### src/rtl/keypad_event_sequencer_pkg.sv
// Shared definitions for the keypad event sequencer.
// Holds the key width, the FSM state encoding and the key-field check
// used when a captured key is classified as valid or invalid.
package keypad_event_sequencer_pkg;

  localparam int KEY_W = 4;

  // A row or column field of 3 does not exist on the 3x3 keypad.
  localparam logic [1:0] INVALID_FIELD = 2'b11;

  typedef enum logic [1:0] {
    IDLE    = 2'd0,
    CAPTURE = 2'd1,
    CLEAR   = 2'd2,
    HOLDOFF = 2'd3
  } state_t;

  // key = {column[1:0], row[1:0]}
  function automatic logic key_is_invalid(input logic [KEY_W-1:0] k);
    return (k[3:2] == INVALID_FIELD) || (k[1:0] == INVALID_FIELD);
  endfunction

endpackage

### src/rtl/key_event_fifo.sv
// First-word-fall-through event FIFO.
// Ports:
//   clk, reset   clock, synchronous active-high reset (empties the FIFO)
//   push, din    write request and data
//   pop          read request; head advances at the clock edge
//   dout         head entry, driven from the registered array
//   count        occupancy, 0..DEPTH
//   full, empty  occupancy flags, decoded from the registered count
// push while full is only honoured together with a pop; pop while empty
// is ignored, so the count never leaves 0..DEPTH.
module key_event_fifo #(
  parameter int DEPTH = 4,
  parameter int WIDTH = 4
) (
  input  logic                       clk,
  input  logic                       reset,
  input  logic                       push,
  input  logic [WIDTH-1:0]           din,
  input  logic                       pop,
  output logic [WIDTH-1:0]           dout,
  output logic [$clog2(DEPTH):0]     count,
  output logic                       full,
  output logic                       empty
);

  localparam int PTR_W = $clog2(DEPTH);
  localparam int CNT_W = PTR_W + 1;

  logic [WIDTH-1:0] mem [DEPTH];
  logic [PTR_W-1:0] wr_ptr, rd_ptr;
  logic             do_push, do_pop;

  assign full    = (count == CNT_W'(DEPTH));
  assign empty   = (count == '0);
  assign do_pop  = pop & ~empty;
  assign do_push = push & (~full | do_pop);
  assign dout    = mem[rd_ptr];

  // Storage has no reset: entries are only visible once counted.
  always_ff @(posedge clk) begin
    if (do_push) mem[wr_ptr] <= din;
  end

  // Pointers wrap naturally because DEPTH is a power of two.
  always_ff @(posedge clk) begin
    if (reset) begin
      wr_ptr <= '0;
      rd_ptr <= '0;
      count  <= '0;
    end else begin
      if (do_push) wr_ptr <= wr_ptr + PTR_W'(1);
      if (do_pop)  rd_ptr <= rd_ptr + PTR_W'(1);
      case ({do_push, do_pop})
        2'b10:   count <= count + CNT_W'(1);
        2'b01:   count <= count - CNT_W'(1);
        default: count <= count;
      endcase
    end
  end

endmodule

### src/rtl/keypad_event_sequencer.sv
// Keypad event sequencer.
// Synchronizes valid_key from the keypad controller, captures each press
// as exactly one key event, pulses the controller's active-low clear and
// waits for the key to be released for HOLDOFF_CYCLES before re-arming.
// Events are queued in a FWFT FIFO drained with ev_valid/ev_ready.
// Ports:
//   clk, reset    clock, synchronous active-high reset
//   enable        gates acceptance of new presses only
//   valid_key,key keypad controller outputs (valid_key is asynchronous)
//   kp_clear_n    registered active-low clear back to the controller
//   ev_valid/ev_key/ev_ready  event stream to the game logic
//   fifo_count    event FIFO occupancy
//   overflow      sticky: a valid press was dropped on a full FIFO
//   invalid_key   one-cycle pulse: captured key had column or row of 3
//   clear_flags   clears overflow
module keypad_event_sequencer
  import keypad_event_sequencer_pkg::*;
#(
  parameter int FIFO_DEPTH     = 4,
  parameter int CLEAR_CYCLES   = 4,
  parameter int HOLDOFF_CYCLES = 50000
) (
  input  logic                         clk,
  input  logic                         reset,
  input  logic                         enable,
  input  logic                         valid_key,
  input  logic [KEY_W-1:0]             key,
  output logic                         kp_clear_n,
  output logic                         ev_valid,
  output logic [KEY_W-1:0]             ev_key,
  input  logic                         ev_ready,
  output logic [$clog2(FIFO_DEPTH):0]  fifo_count,
  output logic                         overflow,
  output logic                         invalid_key,
  input  logic                         clear_flags
);

  localparam int CNT_MAX = (CLEAR_CYCLES > HOLDOFF_CYCLES) ? CLEAR_CYCLES : HOLDOFF_CYCLES;
  localparam int CNT_W   = $clog2(CNT_MAX + 1);
  localparam logic [CNT_W-1:0] CLEAR_LOAD = CNT_W'(CLEAR_CYCLES - 1);
  localparam logic [CNT_W-1:0] HOLD_LOAD  = CNT_W'(HOLDOFF_CYCLES - 1);

  state_t           state, next_state;
  logic [CNT_W-1:0] cnt, cnt_next;
  logic             vk_meta, vk_s;
  logic             push, pop, drop, bad_key;
  logic             full, empty;

  // Two-flop synchronizer; key itself is only sampled once vk_s is high,
  // by which time the controller holds it stable.
  always_ff @(posedge clk) begin
    if (reset) begin
      vk_meta <= 1'b0;
      vk_s    <= 1'b0;
    end else begin
      vk_meta <= valid_key;
      vk_s    <= vk_meta;
    end
  end

  assign pop = ev_ready & ~empty;

  always_comb begin
    next_state = state;
    cnt_next   = cnt;
    push       = 1'b0;
    drop       = 1'b0;
    bad_key    = 1'b0;
    case (state)
      IDLE: begin
        if (vk_s && enable) next_state = CAPTURE;
      end
      CAPTURE: begin
        // A pop in this same cycle frees a slot, so a full FIFO still
        // accepts the new event.
        if (key_is_invalid(key)) bad_key = 1'b1;
        else if (full && !pop)   drop    = 1'b1;
        else                     push    = 1'b1;
        next_state = CLEAR;
        cnt_next   = CLEAR_LOAD;
      end
      CLEAR: begin
        if (cnt == '0) begin
          next_state = HOLDOFF;
          cnt_next   = HOLD_LOAD;
        end else begin
          cnt_next = cnt - CNT_W'(1);
        end
      end
      HOLDOFF: begin
        // Any bounce back to high restarts the release window.
        if (vk_s)            cnt_next   = HOLD_LOAD;
        else if (cnt == '0)  next_state = IDLE;
        else                 cnt_next   = cnt - CNT_W'(1);
      end
      default: next_state = IDLE;
    endcase
  end

  always_ff @(posedge clk) begin
    if (reset) begin
      state       <= IDLE;
      cnt         <= '0;
      kp_clear_n  <= 1'b1;
      invalid_key <= 1'b0;
      overflow    <= 1'b0;
    end else begin
      state       <= next_state;
      cnt         <= cnt_next;
      kp_clear_n  <= (next_state != CLEAR);
      invalid_key <= bad_key;
      // Set wins over a simultaneous clear.
      if (drop)             overflow <= 1'b1;
      else if (clear_flags) overflow <= 1'b0;
    end
  end

  key_event_fifo #(
    .DEPTH (FIFO_DEPTH),
    .WIDTH (KEY_W)
  ) u_fifo (
    .clk   (clk),
    .reset (reset),
    .push  (push),
    .din   (key),
    .pop   (pop),
    .dout  (ev_key),
    .count (fifo_count),
    .full  (full),
    .empty (empty)
  );

  assign ev_valid = ~empty;

endmodule

### config.mk
export PLATFORM = sky130hd
export DESIGN_NAME = keypad_event_sequencer
export DESIGN_NICKNAME = d
export VERILOG_FILES = /design/src/rtl/keypad_event_sequencer_pkg.sv /design/src/rtl/key_event_fifo.sv /design/src/rtl/keypad_event_sequencer.sv
export SDC_FILE = /design/constraint.sdc
export NUM_CORES = 1
export LEC_CHECK = 0
export ABC_AREA = 1
export BUFFER_PORTS_ARGS = -buffer_cell sky130_fd_sc_hd__buf_2
export CAP_MARGIN = 20
export CORE_UTILIZATION = 59
export DETAILED_ROUTE_END_ITERATION = 16
export PLACE_DENSITY_LB_ADDON = 0.1
export SETUP_SLACK_MARGIN = 0.4
export SYNTH_ARGS = -nofsm -noshare
export SYNTH_HDL_FRONTEND = slang
export SYNTH_HIERARCHICAL = 1
export SYNTH_SLANG_ARGS = --single-unit
### constraint.sdc
create_clock -name clk -period 3 [get_ports clk]
set_clock_uncertainty 0.05 [all_clocks]
set_input_delay 0.6 -clock clk [delete_from_list [all_inputs] [get_ports clk]]
set_output_delay 0.6 -clock clk [all_outputs]
set_load 0.02 [all_outputs]
# Word level (Yosys, flattened, before mapping)
# Memory sizes are Yosys's and may differ from the RTL's. A register that Yosys moved wholly into a read port is not among the register bits.
# Index checks and enable logic that the tools add are counted.
dict set report op_classes {
  n_addsub 5
  n_eq_ne 10
  muxes 23
  bitwise 7
  reduce_logical 12
}
# op count
set op_table {}
lappend op_table {{2-to-1 mux 16 bit} 3}
lappend op_table {{one-hot mux 16 bit (3 select lines)} 1}
lappend op_table {{logical NOT 16 bit} 1}
lappend op_table {{subtractor 16 x 1 -> 16 bit, second input constant} 1}
lappend op_table {{2-to-1 mux 2 bit} 6}
lappend op_table {{2-to-1 mux 1 bit} 11}
lappend op_table {{equality test 2 bit, second input constant} 5}
lappend op_table {{one-hot mux 2 bit (4 select lines)} 1}
lappend op_table {{one-hot mux 3 bit (2 select lines)} 1}
lappend op_table {{adder 2 x 1 -> 2 bit, second input constant} 2}
lappend op_table {{equality test 2 x 1 -> 1 bit, second input constant} 2}
lappend op_table {{nonzero test 2 bit} 2}
lappend op_table {{adder 3 x 1 -> 3 bit, second input constant} 1}
lappend op_table {{bitwise AND 1 bit} 3}
lappend op_table {{equality test 3 bit, second input constant} 1}
lappend op_table {{logical NOT 3 bit} 1}
lappend op_table {{inequality test 3 bit, second input constant} 1}
lappend op_table {{NOT 1 bit} 3}
lappend op_table {{nonzero test 3 bit} 1}
lappend op_table {{subtractor 3 x 1 -> 3 bit, second input constant} 1}
lappend op_table {{logical AND 1 bit} 2}
lappend op_table {{logical NOT 2 bit} 1}
lappend op_table {{inequality test 2 bit, second input constant} 1}
lappend op_table {{AND reduction 2 bit} 1}
lappend op_table {{4 further kinds} 4}
dict set report totals {
  reg_bits 30
  ram_bits 16
  inputBits 10
  out_inout_bits 11
  word_cells 68
  memories 1
}
# name depth width rd rd_clocked_by_memory_dff wr line
set memory_table {}
lappend memory_table {u_fifo.mem 4 4 1 1 1 key_event_fifo.sv:29} ;# logic [WIDTH-1:0] mem [DEPTH];

# Logic depth before layout (Yosys ltp)
# Gate-level depths: netlist (run 1).
dict set report logic_depth {
  depth_word 11
  depth_mapped 14
  depth_no_buf 14
}

# By module
# Netlist (run 1), hierarchy kept.
# mod instances cells_each area_per_inst_um2 seq_area_each_um2
set by_module_without_submodules {}
lappend by_module_without_submodules {keypad_event_sequencer 1 239 1486.4 460.4}
lappend by_module_without_submodules {key_event_fifo 1 106 1152.4 660.6}

# Least setup slack after synthesis (run 1)
# Ideal clock, no wire load.
dict set report synth_path {
  kind {reg-to-reg}
  startpoint {register u_fifo.count[2]}
  endpoint {register u_fifo.count[1]}
  setup_ns 0.064
  arrival_ns 2.228
  required_time_ns 2.886
  path_slack_ns 0.658
  stages_incl_launch_ff 12
  n_path_buf 0
  period_less_slack_ns 2.342
  path_cell_list {dfxtp_1 > inv_1 > nand2_4 > inv_1 > o21ai_0 > inv_1 > nor2_1 > inv_2 > nand3_2 > fa_1 > a21boi_1 > nor2_1}
}
dict set report synth_between {
  elab_chain_cells 11
  word_cells_on_any_way 17
  classes_between {3 x eq/ne; 4 x mux; 6 x bitwise; 4 x reduce/logical}
}
# item line
set synth_lines {}
lappend synth_lines {{start, declared} key_event_fifo.sv:21} ;# output logic [$clog2(DEPTH):0] count,
lappend synth_lines {{start signal, assigned} key_event_fifo.sv:54} ;# 2'b10: count <= count + CNT_W'(1);
lappend synth_lines {{start signal, assigned} key_event_fifo.sv:55} ;# 2'b01: count <= count - CNT_W'(1);
lappend synth_lines {{start signal, assigned} key_event_fifo.sv:56} ;# default: count <= count;
lappend synth_lines {{logical NOT 3 bit (*)} key_event_fifo.sv:34} ;# assign empty = (count == '0);
lappend synth_lines {{via empty} keypad_event_sequencer.sv:47} ;# logic full, empty;
lappend synth_lines {{NOT 1 bit (*)} keypad_event_sequencer.sv:61} ;# assign pop = ev_ready & ~empty;
lappend synth_lines {{bitwise AND 1 bit (*)} keypad_event_sequencer.sv:61}
lappend synth_lines {{logical NOT 1 bit (*)} keypad_event_sequencer.sv:77} ;# else if (full && !pop) drop = 1'b1;
lappend synth_lines {{logical AND 1 bit (*)} keypad_event_sequencer.sv:77}
lappend synth_lines {{2-to-1 mux 1 bit (*)} keypad_event_sequencer.sv:77}
lappend synth_lines {{2-to-1 mux 1 bit (*)} keypad_event_sequencer.sv:76} ;# if (key_is_invalid(key)) bad_key = 1'b1;
lappend synth_lines {{2-to-1 mux 1 bit (*)} keypad_event_sequencer.sv:69} ;# case (state)
lappend synth_lines {{via push} keypad_event_sequencer.sv:46} ;# logic push, pop, drop, bad_key;
lappend synth_lines {{bitwise AND 1 bit (*)} key_event_fifo.sv:36} ;# assign do_push = push & (~full | do_pop);
lappend synth_lines {{equality test 2 x 1 -> 1 bit or equality test 2 bit (tied branches)} key_event_fifo.sv:53} ;# case ({do_push, do_pop})
lappend synth_lines {{one-hot mux 3 bit (2 select lines) or nonzero test 2 bit (tied branches)} -}
# The timed path passes the listed nets; every way through them passes the cells marked *.
# A chain may end at the register's enable or synchronous reset.

# Final worst setup path (run 1)
dict set report layout_path {
  startpoint {register u_fifo.count[0]}
  endpoint {register u_fifo.count[2]}
}
dict set report layout_between {
  elab_chain_cells 11
  word_cells_on_any_way 19
  classes_between {2 x add/sub; 3 x eq/ne; 4 x mux; 6 x bitwise; 4 x reduce/logical}
}
# item line
set layout_lines {}
lappend layout_lines {{logical NOT 3 bit (*)} key_event_fifo.sv:34}
lappend layout_lines {{via empty} keypad_event_sequencer.sv:47}
lappend layout_lines {{NOT 1 bit (*)} keypad_event_sequencer.sv:61}
lappend layout_lines {{bitwise AND 1 bit (*)} keypad_event_sequencer.sv:61}
lappend layout_lines {{via pop} keypad_event_sequencer.sv:46}
lappend layout_lines {{logical NOT 1 bit} keypad_event_sequencer.sv:77}
lappend layout_lines {{logical AND 1 bit} keypad_event_sequencer.sv:77}
lappend layout_lines {{2-to-1 mux 1 bit} keypad_event_sequencer.sv:77}
lappend layout_lines {{2-to-1 mux 1 bit} keypad_event_sequencer.sv:76}
lappend layout_lines {{2-to-1 mux 1 bit} keypad_event_sequencer.sv:69}
lappend layout_lines {{bitwise AND 1 bit} key_event_fifo.sv:36}
lappend layout_lines {{equality test 2 x 1 -> 1 bit or equality test 2 bit (tied branches)} key_event_fifo.sv:53}
lappend layout_lines {{one-hot mux 3 bit (2 select lines) or nonzero test 2 bit (tied branches)} -}
# Marks and branches as above.

==> results.json, run 1 <==
{
  "status": "finished clean",
  "fill_cells": 357,
  "setup_tns_ns": 0,
  "grt_use_total_pct": 23.5,
  "rsz0062_at_grt": "no",
  "cp-end-kind": "flip-flop",
  "crit_type": "flip-flop to flip-flop",
  "dr.pass1.iters": 4,
  "syn_inst": 345,
  "worstMarginPinSlew_ns": 0.536,
  "ant_nets": 0,
  "vias_per_cell": 5.20,
  "p_switching_uw": 933,
  "ir_worst_vdd_v": 0.000448,
  "crit_fanout": 5,
  "vias": 2174,
  "synth_seq_area_share_pct": 42.5,
  "synth_area_sq_um": 2640,
  "fin_crit_ns": 2.33,
  "p_leak_nw": 1.33,
  "crit_required_ns": 3.16,
  "grt_overflow": 0,
  "drc": 0,
  "synth_area_per_cell_sq_um": 7.65,
  "cts_hold_buf": 0,
  "finalWirelength_microns": 4870,
  "placed_cells": 410,
  "hpwl_microns": 3530,
  "fp-row-count": 23,
  "cts_max_path_buffers": 2,
  "seqCellArea_sq_um": 1120,
  "p_clk_share_pct": 21.2,
  "gp_congestion": 0.827,
  "numCtsBuffers": 5,
  "drt-wirelength-per-cell_microns": 11.7,
  "min_period_over_period_pct": 77.7,
  "internal_power_mw": 1.33,
  "core_area_sq_um": 4140,
  "slew_headroom_pct": 64.1,
  "swShare_pct": 41.2,
  "clk_transition_reported_paths_ns": 0.09,
  "grt_antenna_before_repair": 0,
  "grt_max_degree": 29,
  "clock_latency_ns": 0.31,
  "grt_pass1_wl_microns": 8110,
  "die-area_sq_um": 4740,
  "instances_no_fill": 418,
  "drt-initial-drc-count": 157,
  "use_met1_pct": 31.5,
  "use_met2_pct": 36.4,
  "ys_ff_latch": 48,
  "cts.sinks": 48,
  "pwr-share-seq_pct": 36.1,
  "htreeDepth": 2,
  "grt_pass1_vias": 1837,
  "layout.nets": 387,
  "grt_busiest_layer": "met2",
  "cts_resized": 0,
  "die_w_microns": 68.9,
  "root_buffer": "clkbuf_8",
  "arrival_ns": 2.49,
  "start_kind": "flip-flop",
  "most-common-layout-cells": "65 x nand2_1, 56 x nor2_1, 48 x inv_1",
  "ys_types": 35,
  "ios": 21,
  "grt.met3_usage_pct": 6.74,
  "hp-class": "flip-flop to flip-flop",
  "yosys.area.top_type": "dfxtp_1",
  "die_h_microns": 68.9,
  "maxSlewViolCount": 0,
  "slowest_stage": "nor2_1",
  "portBuffers": 20,
  "drive_above_1_share_pct": 14.7,
  "timing_hold_violations_final": 0,
  "cts_tree": "yes",
  "start_util_pct": 63.7,
  "fin_util_pct": 69.6,
  "combPwrFrac_pct": 42.7,
  "post_cts_buffers": 0,
  "worstPathCellList": "nor2_4 > nand2_4 > inv_1 > nor2_1 > nand3_2 > fa_1 > inv_1 > nand4_2 > a21oi_1 > nor2_1",
  "multi_input_area_sq_um": 1290,
  "maxCapViolations": 0,
  "setup_viol": 0,
  "synth_area_leaders": "dfxtp_1 24%, edfxtp_1 18%, nand2_1 9.2%",
  "syn_nets": 365,
  "yosysWarnings": 6,
  "n_antenna_cell": 0,
  "syn2layout_area_growth_pct": 9.34,
  "synth_top_area_share_pct": 24.3,
  "crit_path_max_incr_delay_ns": 0.44,
  "fmax_ghz": 0.429,
  "power_density_nw_per_um2": 785,
  "final_common_cell": "nand2_1"
}
## cell families (layout without fill, tap and decap cells)
kind of cell | after synthesis | after routing | synth area share [%]
AND/OR/NAND/NOR | 174 | 174 | 32.1
buffers and inverters | 57 | 80 | 8.77
AO/OA/AOI/OAI | 54 | 54 | 10.9
flip-flops | 48 | 48 | 42.5
adder cells (fa/ha/maj) | 10 | 10 | 5.03
XOR/XNOR | 2 | 2 | 0.664
## sequential cells by signal (all words and copies together) (netlist names), named ones only
name / count
u_fifo/mem: 16
u_fifo/wr_ptr: 2
vk_meta: 1
cnt: 16
overflow: 1
u_fifo/count: 3
u_fifo/rd_ptr: 2
state: 2
kp_clear_n: 1
invalid_key: 1
vk_s: 1
## metrics by stage
stage	area, sq um	hold WS (ns)	setup WS, ns	power (mW)
6_report	2890	0.361	0.668	2.27
5_1_grt	2890	0.397	0.480	2.47
4_1_cts	2890	0.367	0.663	2.27
3_5_place_dp	2770	0.353	0.625	1.79
3_3_place_gp	2770	0.353	0.695	1.77
2_1_floorplan	2640	0.338	0.658	1.63
## final cells by class
cell class	instances	area share, %
multi-input combinational	240	44.6
sequential	48	38.9
inverter	51	6.63
timing repair buffer	21	3.73
clock buffer	5	2.39
tap	50	2.17
clock inverter	3	1.65
## synthesized netlist by cell type (all sizes together)
master and instances:
nand2 75, nor2 62, inv 51, dfxtp 32
o21ai 28, nand3 24, a21oi 19, edfxtp 16
ha 9, buf 5, nor3 5, o22ai 4
nand3b 3, nand4 3, a21boi 2, xor2 2
a22o 1, and2 1, clkbuf 1, fa 1
or2 1
## path summary, 6_finish.rpt
check	from	cells after the start	end	slack, ns
worst min register to register	vk_meta	2	vk_s	0.36
worst min-delay path	vk_meta	2	vk_s	0.36
worst max-delay path	u_fifo/count[0]	10	u_fifo/count[2]	0.67
worst max register to register	u_fifo/count[0]	10	u_fifo/count[2]	0.67
## layer usage
| metal | vias to the layer above | share of wire, % |
|---|---|---|
| li1 | 1152 | - |
| met1 | 966 | 50 |
| met2 | 52 | 45 |
| met3 | 4 | 4.8 |
| met4 | 0 | 0.86 |
| met5 | - | 0 |
## worst max-delay path: cells and delay by family, from the launching register on
family / cells / cell delay, ns
flip-flops: 1 / 0.43
adder cells (fa/ha/maj): 1 / 0.44
buffers and inverters: 2 / 0.17
AND/OR/NAND/NOR: 6 / 0.99
AO/OA/AOI/OAI: 1 / 0.14
## power groups by stage
stage,combinational [mW],clock (mW),sequential [mW]
final,0.968,0.481,0.818
after detailed placement,0.955,0,0.831
after global routing,1.12,0.522,0.828
after CTS,0.964,0.489,0.817
after global placement,0.943,0,0.829
after floorplan,0.813,0,0.817
Power figures use the tool's default switching activity.
==> run 2: changes to the inputs <==
CORE_UTILIZATION = 54   (was 59)
clock period = 2.05 ns   (was 3 ns; I/O delays follow)
==> run 2 against run 1 <==
Net effect: register-to-register slack lost 0.50 ns; total power grew 66%; cell area grew 18%; global-route usage grew 0.94 points; sequential share of layout area shrank 5.2 points; critical path depth grew 3; largest cell class unchanged.
==> results.json, run 2 (same netlist as run 1, synthesis figures left out) <==
{
  "portBuffers": 20,
  "vias": 2368,
  "fill_cells": 346,
  "status": "finished clean",
  "maxCapViolations": 0,
  "fmax_ghz": 0.530,
  "cts_hold_buf": 0,
  "maxSlewViolCount": 0,
  "setup_viol": 0,
  "slew_headroom_pct": 77.8,
  "root_buffer": "clkbuf_8",
  "clk_transition_reported_paths_ns": 0.09,
  "dr.pass1.iters": 4,
  "grt_pass1_wl_microns": 9760,
  "hpwl_microns": 3910,
  "crit_path_max_incr_delay_ns": 0.37,
  "gp_congestion": 0.796,
  "use_met2_pct": 40.9,
  "grt_max_degree": 17,
  "arrival_ns": 2.05,
  "crit_required_ns": 2.21,
  "cts.sinks": 48,
  "grt_use_total_pct": 24.5,
  "start_util_pct": 55.9,
  "timing_hold_violations_final": 0,
  "htreeDepth": 2,
  "die_w_microns": 71.9,
  "layout.nets": 415,
  "drt-initial-drc-count": 163,
  "p_leak_nw": 1.54,
  "power_density_nw_per_um2": 1110,
  "largestRegisters": "cnt (16), u_fifo/mem (16), u_fifo/count (3)",
  "syn2layout_area_growth_pct": 28.9,
  "slowest_stage": "fa_2",
  "worstPathCellList": "nor2_4 > nand2_4 > inv_4 > o21ai_4 > inv_2 > nor2_4 > inv_2 > nand3_4 > fa_2 > nand4_1 > nand3_2 > nand2_1 > nor2_1",
  "setup_tns_ns": 0,
  "vias_per_cell": 5.11,
  "drive_above_1_share_pct": 32.6,
  "cts_tree": "yes",
  "most-common-layout-cells": "63 x nand2_1, 43 x nor2_1, 39 x inv_1",
  "cts_max_path_buffers": 2,
  "worstMarginPinSlew_ns": 0.333,
  "ant_nets": 0,
  "ir_worst_vdd_v": 0.000657,
  "placed_cells": 434,
  "grt_overflow": 0,
  "clock_latency_ns": 0.31,
  "fp-row-count": 25,
  "seqCellArea_sq_um": 1140,
  "numCtsBuffers": 5,
  "grt.met3_usage_pct": 4.44,
  "die_h_microns": 71.9,
  "p_total_mw": 3.77,
  "fin_crit_ns": 1.89,
  "drc": 0,
  "grt_antenna_before_repair": 0,
  "start_kind": "flip-flop",
  "instances_no_fill": 463,
  "grt_busiest_layer": "met2",
  "cp_num_buf_inv": 3,
  "ios": 21,
  "crit_type": "flip-flop to flip-flop",
  "fin_util_pct": 72.0,
  "drt-wirelength-per-cell_microns": 13.2,
  "critPathTopFamily": "simple AND/OR/NAND/NOR gates",
  "min_period_over_period_pct": 92.0,
  "cp-end-kind": "flip-flop",
  "crit_fanout": 3,
  "final_common_cell": "nand2_1",
  "multi_input_area_sq_um": 1520,
  "rsz0062_at_grt": "yes",
  "hp-class": "input port to flip-flop",
  "core_area_sq_um": 4720,
  "finalWirelength_microns": 6100,
  "n_antenna_cell": 0,
  "die-area_sq_um": 5170,
  "grt_pass1_vias": 2168,
  "use_met1_pct": 32.3
}
-- run 2: tightest hold or removal path: stages --
cell    delay, ns
buf_2        0.09
inv_1        0.04
nor2_1       0.03
-- run 2: where the power goes --
group | switching (mW) | internal [mW]
Combinational | 1.12 | 0.717
Clock | 0.339 | 0.368
Sequential | 0.127 | 1.09
-- run 2: metal layers --
metal | part of all wire [%] | wire length (microns)
met5 | 0 | 0
met1 | 44 | 2710
met4 | 1.7 | 101
met3 | 5.1 | 311
met2 | 49 | 2990
-- run 2: worst paths after layout --
path	endpoint	depth (start not counted)	slack, ns	start
worst max-delay path	u_fifo/count[2]	13	0.16	u_fifo/count[1]
worst min-delay path	vk_meta	3	0.25	valid_key
worst max register to register	u_fifo/count[2]	13	0.16	u_fifo/count[1]
worst min register to register	vk_s	2	0.36	vk_meta
-- run 2: final cells by class --
class,instances,share of cell area (%)
tap,67,2.47
inverter,51,6.00
multi-input combinational,243,44.6
timing repair buffer,46,9.86
sequential,48,33.7
clock inverter,3,1.40
clock buffer,5,2.02
-- run 2: repair_timing --
item	4_1_cts	5_1_grt
resized for setup	33	39
endpoints found under the setup margin	40	41
pin swaps	14	23
setup buffers	6	12
gates cloned	2	1
-- run 2: metrics by stage --
| step | cell area (sq um) | setup WS, ns | hold WS (ns) |
|---|---|---|---|
| 2_1_floorplan | 2690 | 0.150 | 0.338 |
| 3_3_place_gp | 2900 | 0.0704 | 0.344 |
| 3_5_place_dp | 2900 | 0.0402 | 0.360 |
| 4_1_cts | 3190 | 0.177 | 0.244 |
| 5_1_grt | 3400 | 0.0777 | 0.246 |
| 6_report | 3400 | 0.164 | 0.250 |
==> run 3: changes to the inputs <==
CORE_UTILIZATION = 63   (was 54)
clock period = 2.3 ns   (was 2.05 ns; I/O delays follow)
==> run 3 against run 2 <==
Net effect: utilization increased by 3.8 points; highest routed layer unchanged; non-clock buffer count shrank 19; total power down 21%; cell count down 8.2%; worst setup slack better by 0.20 ns.
==> results.json, run 3 (same netlist as run 1, synthesis figures left out) <==
{
  "ios": 21,
  "core_area_sq_um": 4000,
  "slew_headroom_pct": 73.5,
  "die-area_sq_um": 4450,
  "clock_latency_ns": 0.30,
  "die_w_microns": 66.7,
  "dr.pass1.iters": 4,
  "htreeDepth": 2,
  "combPwrFrac_pct": 44.3,
  "syn2layout_area_growth_pct": 14.9,
  "fill_cells": 320,
  "crit_required_ns": 2.45,
  "drive_above_1_share_pct": 21.3,
  "crit_start": "u_fifo/count[1]",
  "maxSlewViolCount": 0,
  "finalWirelength_microns": 5300,
  "drt-wirelength-per-cell_microns": 12.5,
  "drt-initial-drc-count": 172,
  "setup.worst_path.end": "u_fifo/count[1]",
  "rr_startpoint": "u_fifo/count[1]",
  "timing_hold_violations_final": 0,
  "rr_worst_depth": 11,
  "n_antenna_cell": 0,
  "rrSetupSlack_ns": 0.36,
  "cts_tree": "yes",
  "most-common-layout-cells": "63 x nand2_1, 53 x nor2_1, 44 x inv_1",
  "ir_worst_vdd_v": 0.000586,
  "pwr-share-seq_pct": 35.8,
  "hp-class": "input port to flip-flop",
  "setup_viol": 0,
  "vias_per_cell": 5.35,
  "largestRegisters": "cnt (16), u_fifo/mem (16), u_fifo/count (3)",
  "setup_tns_ns": 0,
  "cp-end-kind": "flip-flop",
  "p_leak_nw": 1.36,
  "internal_power_mw": 1.75,
  "cts_hold_buf": 0,
  "seqCellArea_sq_um": 1140,
  "grt_pass1_wl_microns": 8670,
  "r2r_end": "u_fifo/count[1]",
  "fin_crit_ns": 1.94,
  "grt_overflow": 0,
  "rsz0062_at_grt": "yes",
  "ant_nets": 0,
  "grt_antenna_before_repair": 0,
  "fmax_ghz": 0.516,
  "grt_use_total_pct": 25.7,
  "status": "finished clean",
  "maxCapViolations": 0,
  "holdWs_ns": 0.309,
  "final_common_cell": "nand2_1",
  "vias": 2273,
  "cts_max_path_buffers": 2,
  "arrival_ns": 2.09,
  "multi_input_area_sq_um": 1380,
  "grt_pass1_vias": 2045,
  "portBuffers": 20,
  "cts.sinks": 48,
  "crit_type": "flip-flop to flip-flop",
  "worstMarginPinSlew_ns": 0.395,
  "swShare_pct": 41.3,
  "crit_fanout": 4,
  "numCtsBuffers": 5,
  "drc": 0,
  "power_density_nw_per_um2": 981,
  "start_util_pct": 66.0,
  "clk_transition_reported_paths_ns": 0.09,
  "fp-row-count": 23,
  "min_period_over_period_pct": 84.3,
  "p_switching_mw": 1.23,
  "die_h_microns": 66.7,
  "start_kind": "flip-flop",
  "hpwl_microns": 3660,
  "root_buffer": "clkbuf_8",
  "p_clk_share_pct": 19.9,
  "gp_congestion": 0.864,
  "grt_max_degree": 29,
  "layout.nets": 394
}
[run 3: cell count changes in the layout (fill, tap and decap cells not counted), moves of 6 or more]
cell / before / now
buf_4: 27 / 7
dfxtp_1: 21 / 27
nor2_1: 43 / 53
dfxtp_2: 7 / 1
o21ai_0: 11 / 18
[run 3: worst min-delay path by stage]
stage              start  slack, ns  endpoint  depth (start not counted)
5_1_grt        valid_key       0.32   vk_meta                          3
6_report       valid_key       0.31   vk_meta                          3
2_1_floorplan    vk_meta       0.34      vk_s                          2
4_1_cts        valid_key       0.30   vk_meta                          3
3_5_place_dp     vk_meta       0.35      vk_s                          2
3_3_place_gp     vk_meta       0.35      vk_s                          2
[run 3: metal layers]
layer | up-vias | share of wire [%] | GRT usage (%)
li1 | 1174 | - | -
met1 | 1031 | 47 | 32.5
met4 | 0 | 2.1 | 7.98
met5 | - | 0 | 0
met2 | 59 | 46 | 43.4
met3 | 9 | 5.5 | 5.31
[run 3: worst max-delay path, cell delays in order (launching register included)]
cell      delay (ns)
dfxtp_4         0.36
nor2_4          0.16
nand2_4         0.08
inv_4           0.08
o21ai_4         0.06
inv_2           0.06
nor2_4          0.03
inv_2           0.07
nand3_4         0.10
fa_2            0.56
a21boi_2        0.18
nor2_1          0.05
[run 3: final cells by class]
cell class	instances	share of cell area [%]
Clock buffer	6	2.39
Inverter	51	6.48
Tap cell	50	2.06
Timing Repair Buffer	27	5.04
Multi-Input combinational cell	241	45.4
Clock inverter	2	1.16
Sequential cell	48	37.5
[run 3: what timing repair did]
item / 4_1_cts / 5_1_grt
setup buffers: 2 / 4
gates cloned: 0 / 1
setup endpoints to repair: 6 / 24
gates resized for setup: 4 / 13
pin swaps: 3 / 7
[run 3: metrics by stage]
stage	total power, mW	setup slack, ns	instance area [sq um]	instances	utilization [%]
detailed placement	2.35	0.242	2810	410	70.3
finish	2.97	0.361	3030	425	75.8
CTS	2.94	0.408	2950	420	73.7
global route	3.22	0.294	3030	425	75.8
floorplan	2.13	0.387	2680	345	-
global placement	2.32	0.282	2810	410	70.3
[run 3: power by group through the flow]
stage	logic, mW	registers [mW]	clock network (mW)
global route	1.50	1.08	0.634
CTS	1.28	1.06	0.605
finish	1.32	1.06	0.592
global placement	1.24	1.08	0
floorplan	1.07	1.06	0
detailed placement	1.27	1.08	0
